==> src/rtl/sobel_window_3x3_if.sv <==
// sobel_window_3x3_if: pixel stream, line-buffer port pair and edge-image output bundle.
interface sobel_window_3x3_if #(parameter int ADDR_WIDTH = 7);
    logic                  in_valid;
    logic [7:0]            in_pixel;
    logic [ADDR_WIDTH-1:0] lb_addr;
    logic                  lb0_we;
    logic [31:0]           lb0_wdata;
    logic [31:0]           lb0_rdata;
    logic                  lb1_we;
    logic [31:0]           lb1_wdata;
    logic [31:0]           lb1_rdata;
    logic                  out_valid;
    logic [7:0]            out_pixel;
    logic                  out_last;
    logic                  frame_done;

    modport master (
        input  in_valid, in_pixel, lb0_rdata, lb1_rdata,
        output lb_addr, lb0_we, lb0_wdata, lb1_we, lb1_wdata,
        output out_valid, out_pixel, out_last, frame_done
    );

    modport slave (
        output in_valid, in_pixel, lb0_rdata, lb1_rdata,
        input  lb_addr, lb0_we, lb0_wdata, lb1_we, lb1_wdata,
        input  out_valid, out_pixel, out_last, frame_done
    );
endinterface

==> src/rtl/sobel_window_3x3.sv <==
// sobel_window_3x3: 3x3 window over two chained line buffers, saturated |Gx|+|Gy| edge image.
module sobel_window_3x3 #(
    parameter int LINE_WIDTH = 73,
    parameter int LINE_COUNT = 48,
    parameter int ADDR_WIDTH = 7
) (
    input logic clk,
    input logic reset,
    sobel_window_3x3_if.master bus
);
    localparam int RW = $clog2(LINE_COUNT);

    logic [ADDR_WIDTH-1:0] col;
    logic [RW-1:0]         row;
    logic                  acc, col_end, row_end;
    logic                  s1_v, s2_v, s3_v, s1_q, s2_q, s3_q, s1_last, s2_last, s3_last;
    logic [7:0]            s1_pix;
    logic [2:0][2:0][7:0]  w;
    logic [9:0]            gxp, gxn, gyp, gyn, ax, ay;
    logic signed [10:0]    gx_c, gy_c, gx, gy;
    logic [10:0]           sum;

    assign acc     = bus.in_valid & ~reset;
    assign col_end = col == ADDR_WIDTH'(LINE_WIDTH - 1);
    assign row_end = row == RW'(LINE_COUNT - 1);

    // Buffer 1 commits its write to the address it latched on the accept cycle.
    assign bus.lb_addr    = acc ? col : '0;
    assign bus.lb0_we     = acc;
    assign bus.lb0_wdata  = {24'b0, bus.in_pixel};
    assign bus.lb1_we     = s1_v & ~reset;
    assign bus.lb1_wdata  = bus.lb0_rdata;
    assign bus.frame_done = acc & col_end & row_end;

    always_comb begin
        gxp  = 10'(w[0][2]) + {1'b0, w[1][2], 1'b0} + 10'(w[2][2]);
        gxn  = 10'(w[0][0]) + {1'b0, w[1][0], 1'b0} + 10'(w[2][0]);
        gyp  = 10'(w[2][0]) + {1'b0, w[2][1], 1'b0} + 10'(w[2][2]);
        gyn  = 10'(w[0][0]) + {1'b0, w[0][1], 1'b0} + 10'(w[0][2]);
        gx_c = $signed({1'b0, gxp}) - $signed({1'b0, gxn});
        gy_c = $signed({1'b0, gyp}) - $signed({1'b0, gyn});
        ax   = gx[10] ? 10'(-gx) : gx[9:0];
        ay   = gy[10] ? 10'(-gy) : gy[9:0];
        sum  = {1'b0, ax} + {1'b0, ay};
    end

    assign bus.out_pixel = reset ? 8'd0 : sum > 11'd255 ? 8'hff : sum[7:0];
    assign bus.out_valid = s3_v & s3_q & ~reset;
    assign bus.out_last  = bus.out_valid & s3_last;

    always_ff @(posedge clk) begin
        if (reset) begin
            col     <= '0;
            row     <= '0;
            s1_v    <= 1'b0;
            s2_v    <= 1'b0;
            s3_v    <= 1'b0;
            s1_q    <= 1'b0;
            s2_q    <= 1'b0;
            s3_q    <= 1'b0;
            s1_last <= 1'b0;
            s2_last <= 1'b0;
            s3_last <= 1'b0;
            s1_pix  <= '0;
            w       <= '0;
            gx      <= '0;
            gy      <= '0;
        end else begin
            if (acc) begin
                col <= col_end ? '0 : col + 1'b1;
                row <= col_end ? (row_end ? '0 : row + 1'b1) : row;
            end
            s1_v    <= acc;
            s1_pix  <= bus.in_pixel;
            s1_q    <= row >= RW'(2) && col >= ADDR_WIDTH'(2);
            s1_last <= col_end;
            s2_v    <= s1_v;
            s2_q    <= s1_q;
            s2_last <= s1_last;
            if (s1_v) begin
                for (int i = 0; i < 3; i++) begin
                    w[i][0] <= w[i][1];
                    w[i][1] <= w[i][2];
                end
                w[0][2] <= bus.lb1_rdata[7:0];
                w[1][2] <= bus.lb0_rdata[7:0];
                w[2][2] <= s1_pix;
            end
            s3_v    <= s2_v;
            s3_q    <= s2_q;
            s3_last <= s2_last;
            if (s2_v) begin
                gx <= gx_c;
                gy <= gy_c;
            end
        end
    end
endmodule

==> src/flat_wrapper.sv <==
// flat-port wrapper written by rule: the top's interface ports become plain ports
module sobel_window_3x3_flat 
#(
    parameter int LINE_WIDTH = 73,
    parameter int LINE_COUNT = 48,
    parameter int ADDR_WIDTH = 7
)
  (clk, reset, bus_in_valid, bus_in_pixel, bus_lb0_rdata, bus_lb1_rdata, bus_lb_addr, bus_lb0_we, bus_lb0_wdata, bus_lb1_we, bus_lb1_wdata, bus_out_valid, bus_out_pixel, bus_out_last, bus_frame_done);
  sobel_window_3x3_if #(.ADDR_WIDTH(ADDR_WIDTH)) bus_i ();
  input logic clk;
  input logic reset;
  input wire logic [$bits(bus_i.in_valid)-1:0] bus_in_valid;
  input wire logic [$bits(bus_i.in_pixel)-1:0] bus_in_pixel;
  input wire logic [$bits(bus_i.lb0_rdata)-1:0] bus_lb0_rdata;
  input wire logic [$bits(bus_i.lb1_rdata)-1:0] bus_lb1_rdata;
  output wire logic [$bits(bus_i.lb_addr)-1:0] bus_lb_addr;
  output wire logic [$bits(bus_i.lb0_we)-1:0] bus_lb0_we;
  output wire logic [$bits(bus_i.lb0_wdata)-1:0] bus_lb0_wdata;
  output wire logic [$bits(bus_i.lb1_we)-1:0] bus_lb1_we;
  output wire logic [$bits(bus_i.lb1_wdata)-1:0] bus_lb1_wdata;
  output wire logic [$bits(bus_i.out_valid)-1:0] bus_out_valid;
  output wire logic [$bits(bus_i.out_pixel)-1:0] bus_out_pixel;
  output wire logic [$bits(bus_i.out_last)-1:0] bus_out_last;
  output wire logic [$bits(bus_i.frame_done)-1:0] bus_frame_done;
  assign bus_i.in_valid = bus_in_valid;
  assign bus_i.in_pixel = bus_in_pixel;
  assign bus_i.lb0_rdata = bus_lb0_rdata;
  assign bus_i.lb1_rdata = bus_lb1_rdata;
  assign bus_lb_addr = bus_i.lb_addr;
  assign bus_lb0_we = bus_i.lb0_we;
  assign bus_lb0_wdata = bus_i.lb0_wdata;
  assign bus_lb1_we = bus_i.lb1_we;
  assign bus_lb1_wdata = bus_i.lb1_wdata;
  assign bus_out_valid = bus_i.out_valid;
  assign bus_out_pixel = bus_i.out_pixel;
  assign bus_out_last = bus_i.out_last;
  assign bus_frame_done = bus_i.frame_done;
  sobel_window_3x3 #(.LINE_WIDTH(LINE_WIDTH), .LINE_COUNT(LINE_COUNT), .ADDR_WIDTH(ADDR_WIDTH)) u_core (.clk(clk), .reset(reset), .bus(bus_i));
endmodule
==> config.mk <==
export PLATFORM = sky130hd
export DESIGN_NAME = sobel_window_3x3_flat
export DESIGN_NICKNAME = d
export VERILOG_FILES = /design/src/rtl/sobel_window_3x3_if.sv /design/src/rtl/sobel_window_3x3.sv /design/src/flat_wrapper.sv
export SDC_FILE = /design/constraint.sdc
export NUM_CORES = 1
export LEC_CHECK = 0
export BUFFER_PORTS_ARGS = -buffer_cell sky130_fd_sc_hd__buf_2
export CAP_MARGIN = 10
export CORE_MARGIN = 2
export CORE_UTILIZATION = 60
export CTS_CLUSTER_DIAMETER = 100
export DETAILED_ROUTE_END_ITERATION = 6
export GPL_TIMING_DRIVEN = 0
export PLACE_DENSITY = 0.86
export SYNTH_ARGS = -nofsm -noshare
export SYNTH_HDL_FRONTEND = slang
export SYNTH_SLANG_ARGS = --single-unit
export TNS_END_PERCENT = 20
==> constraint.sdc <==
create_clock -name clk -period 8.7 [get_ports clk]
set_clock_uncertainty 0.2 [all_clocks]
set_input_delay 0.87 -clock clk [delete_from_list [all_inputs] [get_ports clk]]
set_output_delay 0.87 -clock clk [all_outputs]
set_load 0.02 [all_outputs]
# Yosys cells after proc, flatten, opt, wreduce, memory -nomap -nowiden
# Cells that the tools add are included.
# word_totals
regBits	124
inputBits	75
output_inout_bits	84
elab_cells	60
# classes
addsub	15
n_lt_le_gt_ge	3
eq_ne	2
mux	7
n_bitwise	8
n_reduce_logical	2
# ops
operator	count
10-bit by 8-bit adder with 10-bit output	4
8-bit by 9-bit adder with 10-bit output	4
10-bit by 10-bit subtractor with 11-bit output	2
10-bit two-way mux	2
10-bit negator	2
8-bit two-way mux	2
7-bit two-way mux	2
10-bit by 10-bit adder with 11-bit output	1
11-bit by 8-bit greater-than comparator with 1-bit output (second input constant)	1
7-bit by 1-bit adder with 7-bit output (second input constant)	1
1-bit bitwise AND	7
7-bit equality test (second input constant)	1
7-bit by 2-bit greater-or-equal comparator with 1-bit output (second input constant)	1
6-bit by 1-bit adder with 6-bit output (second input constant)	1
6-bit equality test (second input constant)	1
6-bit by 2-bit greater-or-equal comparator with 1-bit output (second input constant)	1
6-bit two-way mux	1
2-bit AND reduction	1
1-bit logical AND	1
1-bit NOT	1

# Logic depth before layout (Yosys ltp)
# logic_depth
ltp_word	6
depth_mapped	13
ltp_nobuf	13

# Worst setup path after synthesis
# No wires, ideal clock.
# synth_timing
path_kind	flip-flop to output port
start	register u_core.gy[0]
end	output port bus_out_pixel[0]
t_arrival_ps	2583
required_ps	7630
slack_ps	5047
stages_incl_launch_ff	12
path_buffers	0
path_cell_list	dfxtp_1 nor3_1 nand2_1 or3_1 o31ai_1 xnor2_1 ha_1 nor4_2 inv_1 a211o_1 a31oi_4 a21oi_1
# synth_between
elab_chain_len	6
# synth_rtl
element	line_no	text
start: declaration	sobel_window_3x3.sv:20	logic signed [10:0] gx_c, gy_c, gx, gy;
start signal: assignment	sobel_window_3x3.sv:94	gy <= gy_c;
10-bit negator	sobel_window_3x3.sv:43	ay = gy[10] ? 10'(-gy) : gy[9:0];
10-bit two-way mux (*)	sobel_window_3x3.sv:43	
10-bit by 10-bit adder with 11-bit output (*)	sobel_window_3x3.sv:44	sum = {1'b0, ax} + {1'b0, ay};
11-bit by 8-bit greater-than comparator with 1-bit output	sobel_window_3x3.sv:47	assign bus.out_pixel = reset ? 8'd0 : sum > 11'd255 ? 8'hff : sum[7:0];
8-bit two-way mux (*) (2 in series)	sobel_window_3x3.sv:47	
end: declaration	flat_wrapper.sv:22	output wire logic [$bits(bus_i.out_pixel)-1:0] bus_out_pixel;
# Mark *: on every way between the ends. The rest lies on a longest branch, timed or not.

# Worst setup path in the final report
# layout_timing
start	register u_core.gy[0]
end	output port bus_out_pixel[1]
# Same word-level chain as after synthesis.

==> results.yml <==
route:
  remaining_drc_errors: 0
  ant_nets: 0
  wl_per_cell_um: 14.2
  via_count: 5957
  vias_per_cell: 5.12
  drtPass1Iterations: 5
  routed_wl_um: 16500
  drt-initial-drc-count: 289
floorplanning:
  die_height_um: 120
  ios: 159
  fp-row-count: 42
  core_um2: 13200
  die-area_um2: 14400
  start_util_pct: 61.2
  chipWidth_um: 120
worst_setup_path:
  path_buf_inv: 2
  cp_data_required_time_ps: 7630
  critPathTopFamily: "compound AO/OA/AOI/OAI gates"
  reg2regPathDepth: 10
  end_kind: "output port"
  r2r_end: "u_core.gx[7]"
  startpoint_type: "flop"
  r2r-start: "u_core.w[50]"
  worstPathArrival_ps: 3330
  reg2reg_setup_slack_ps: 4860
  path_class: "flop to output port"
  crit_path_max_incr_delay_ps: 360
  worstPathMaxFanout: 7
  crit_chain: "nor3_1 -> nand2_1 -> or3_1 -> o31ai_1 -> xnor2_1 -> ha_1 -> nor4_2 -> inv_1 -> a211o_1 -> a31oi_4 -> a21oi_1 -> buf_2"
  worst_path_max_delay_cell: "dfxtp_1"
timing:
  worst_slew_pin_slew_ps: 855
  min_period_ps: 4400
  grt_setup_unrepaired: "no"
  fin_tns_setup_ps: 0
  max_freq_mhz: 227
  setup-violations-final: 0
  min_period_over_period_pct: 50.5
  relSlewSlack_pct: 43.0
  hold_viol_final: 0
  slew_violations: 0
grt:
  grt_pass1_vias: 5923
  grt_usage_pct: 24.1
  antenna_found_initial: 0
  grt_overflow: 0
  grt_pass1_wl_um: 27500
  grt_max_degree: 17
power_and_ir_drop:
  intPower_uw: 1310
  pwr_density_cell_nw_per_um2: 195
  power_uw: 1840
  p_clk_share_pct: 40.9
  cellLeakagePower_uw: 0.00423
  switching_share_pct: 28.8
  p_comb_share_pct: 25.9
  p_switching_uw: 529
  seqPwrFrac_pct: 33.1
  ir_drop_mv: 0.170
clock_tree:
  cts_resized: 0
  cts_buffer_depth: 2
  htreeDepth: 4
  cts.hold.buffers_added: 0
  cts_tree: "done"
  cts_setup_buffers: 0
  cts_sinks: 124
  cts_buffers: 17
  root_buffer: "clkbuf_16"
  clk_pin_slew_ps: 50
  clkLatencyLatePin_ps: 420
place:
  dp_hpwl_um: 12800
  dpl.cell_count: 1132
  gp_congestion: 0.932
  dpl-instance-area_um2: 8810
  port_buffers: 86
synth:
  async_reset_ff_share_pct: 0
  synth_cell_types: 48
  synth_top_cells_by_count: "124 x dfxtp_1, 114 x nor2_1, 81 x mux2i_1"
  synthCells: 847
  synth_seq_cells: 124
  ys_seq_area_share_pct: 30.8
  synth_flop_cell: "dfxtp_1"
  yosysMostFrequentCell: "dfxtp_1"
  synth_top_cell_area_share_pct: 30.8
  ys_warn_count: 0
  synth_enable_flop_cells: 0
  yosys.area.top_type: "dfxtp_1"
  syn_area_um2: 8070
  synthTopCellsByArea: "dfxtp_1 31%, fa_1 16%, mux2i_1 10%, ha_1 6.4%, buf_4 6.0%"
  avgSynthCellArea_um2: 9.53
run_status:
  outcome: "finished, final reports clean"
finish:
  antennaDiodeCount: 0
  final_util_pct: 71.5
  drive_above_1_share_pct: 20.6
  final_nets: 1154
  final_design_area_no_fill_um2: 9430
  finalNonFillerCells: 1163
  syn_to_final_growth_pct: 16.9
worst_hold_path:
  min-delay-start: "u_core.s1_last"
  min_delay_path_depth: 1
  hold_path.class: "flop to flop"
  whs_endpoint: "u_core.s2_last"
flow_run:
  maxCapViolCount: 0
==> routing by layer <==
layer	global-route usage (%)	wire length [um]
met1	30.2	7180
met5	0	0
met3	4.99	684
met2	41.8	8350
met4	7.65	318
==> cells by family (layout without fill, tap and decap cells) <==
group,count (synthesis),count (layout),synth area share [%]
simple gates,236,236,14.1
buf+inv,175,292,11.4
flops,124,124,30.8
fa+ha+maj,104,104,22.0
compound gates,86,86,7.32
mux,81,81,10.0
xor+xnor,40,40,4.34
other cells,1,24,0.0465
==> power by group through the flow <==
stage	clock network (uW)	logic, uW	registers (uW)
detailed placement	0	471	620
global route	783	523	610
global placement	0	462	619
finish	752	476	608
CTS	755	477	608
floorplan	0	372	613
==> state kept, by name, indices dropped and copies added (netlist names), 6 cells and up <==
signal	count
u_core.col	7
u_core.w	72
u_core.gy	11
u_core.row	6
u_core.gx	11
u_core.s1_pix	8
==> stage by stage <==
step                worst slack [ps]  hold WS [ps]
global route                    4040           256
CTS                             4310           247
finish                          4300           243
floorplan                       5050           214
detailed placement              4770           228
global placement                4820           220
==> how the worst max path moves through the flow <==
stage          slack, ps    startpoint  cells after the start               end
6_report            4300  u_core.gy[0]                     12  bus_out_pixel[1]
2_1_floorplan       5050  u_core.gy[0]                     11  bus_out_pixel[0]
3_5_place_dp        4770  u_core.gy[0]                     12  bus_out_pixel[0]
4_1_cts             4310  u_core.gy[0]                     12  bus_out_pixel[6]
3_3_place_gp        4820  u_core.gy[0]                     12  bus_out_pixel[1]
5_1_grt             4040  u_core.gy[0]                     13  bus_out_pixel[6]
==> layout make-up <==
class,instances,area [um^2]
buffer,95,617
clock buffer,24,492
clock inverter,7,135
fill,993,3760
inverter,80,300
multi-input combinational,571,4760
sequential,124,2480
tap,176,220
timing repair buffer,86,430
==> cell usage in the layout (no fill, tap or decap), drive strengths merged, types with 2 or more instances in the layout <==
cell type,synthesis,final
buf,80,166
dfxtp,124,124
nor2,114,114
mux2i,81,81
inv,80,80
fa,63,63
ha,41,41
clkbuf,15,39
nand2,27,27
xnor2,25,25
conb,1,24
a21oi,24,24
nor2b,20,20
xor2,15,15
o21ai,14,14
nand2b,12,12
and2,11,11
or3,11,11
nand3,10,10
o21a,10,10
nor3,9,9
a211oi,8,8
o31ai,8,8
nand4,7,7
a21o,6,6
and3,4,4
o22ai,4,4
bufinv,0,4
clkinv,0,3
a31oi,3,3
or2,2,2
o22a,2,2
o32a,2,2
o311ai,2,2
nor4bb,2,2
nor3b,2,2
nor4,2,2
No activity file was read; power rests on OpenSTA's default activity.
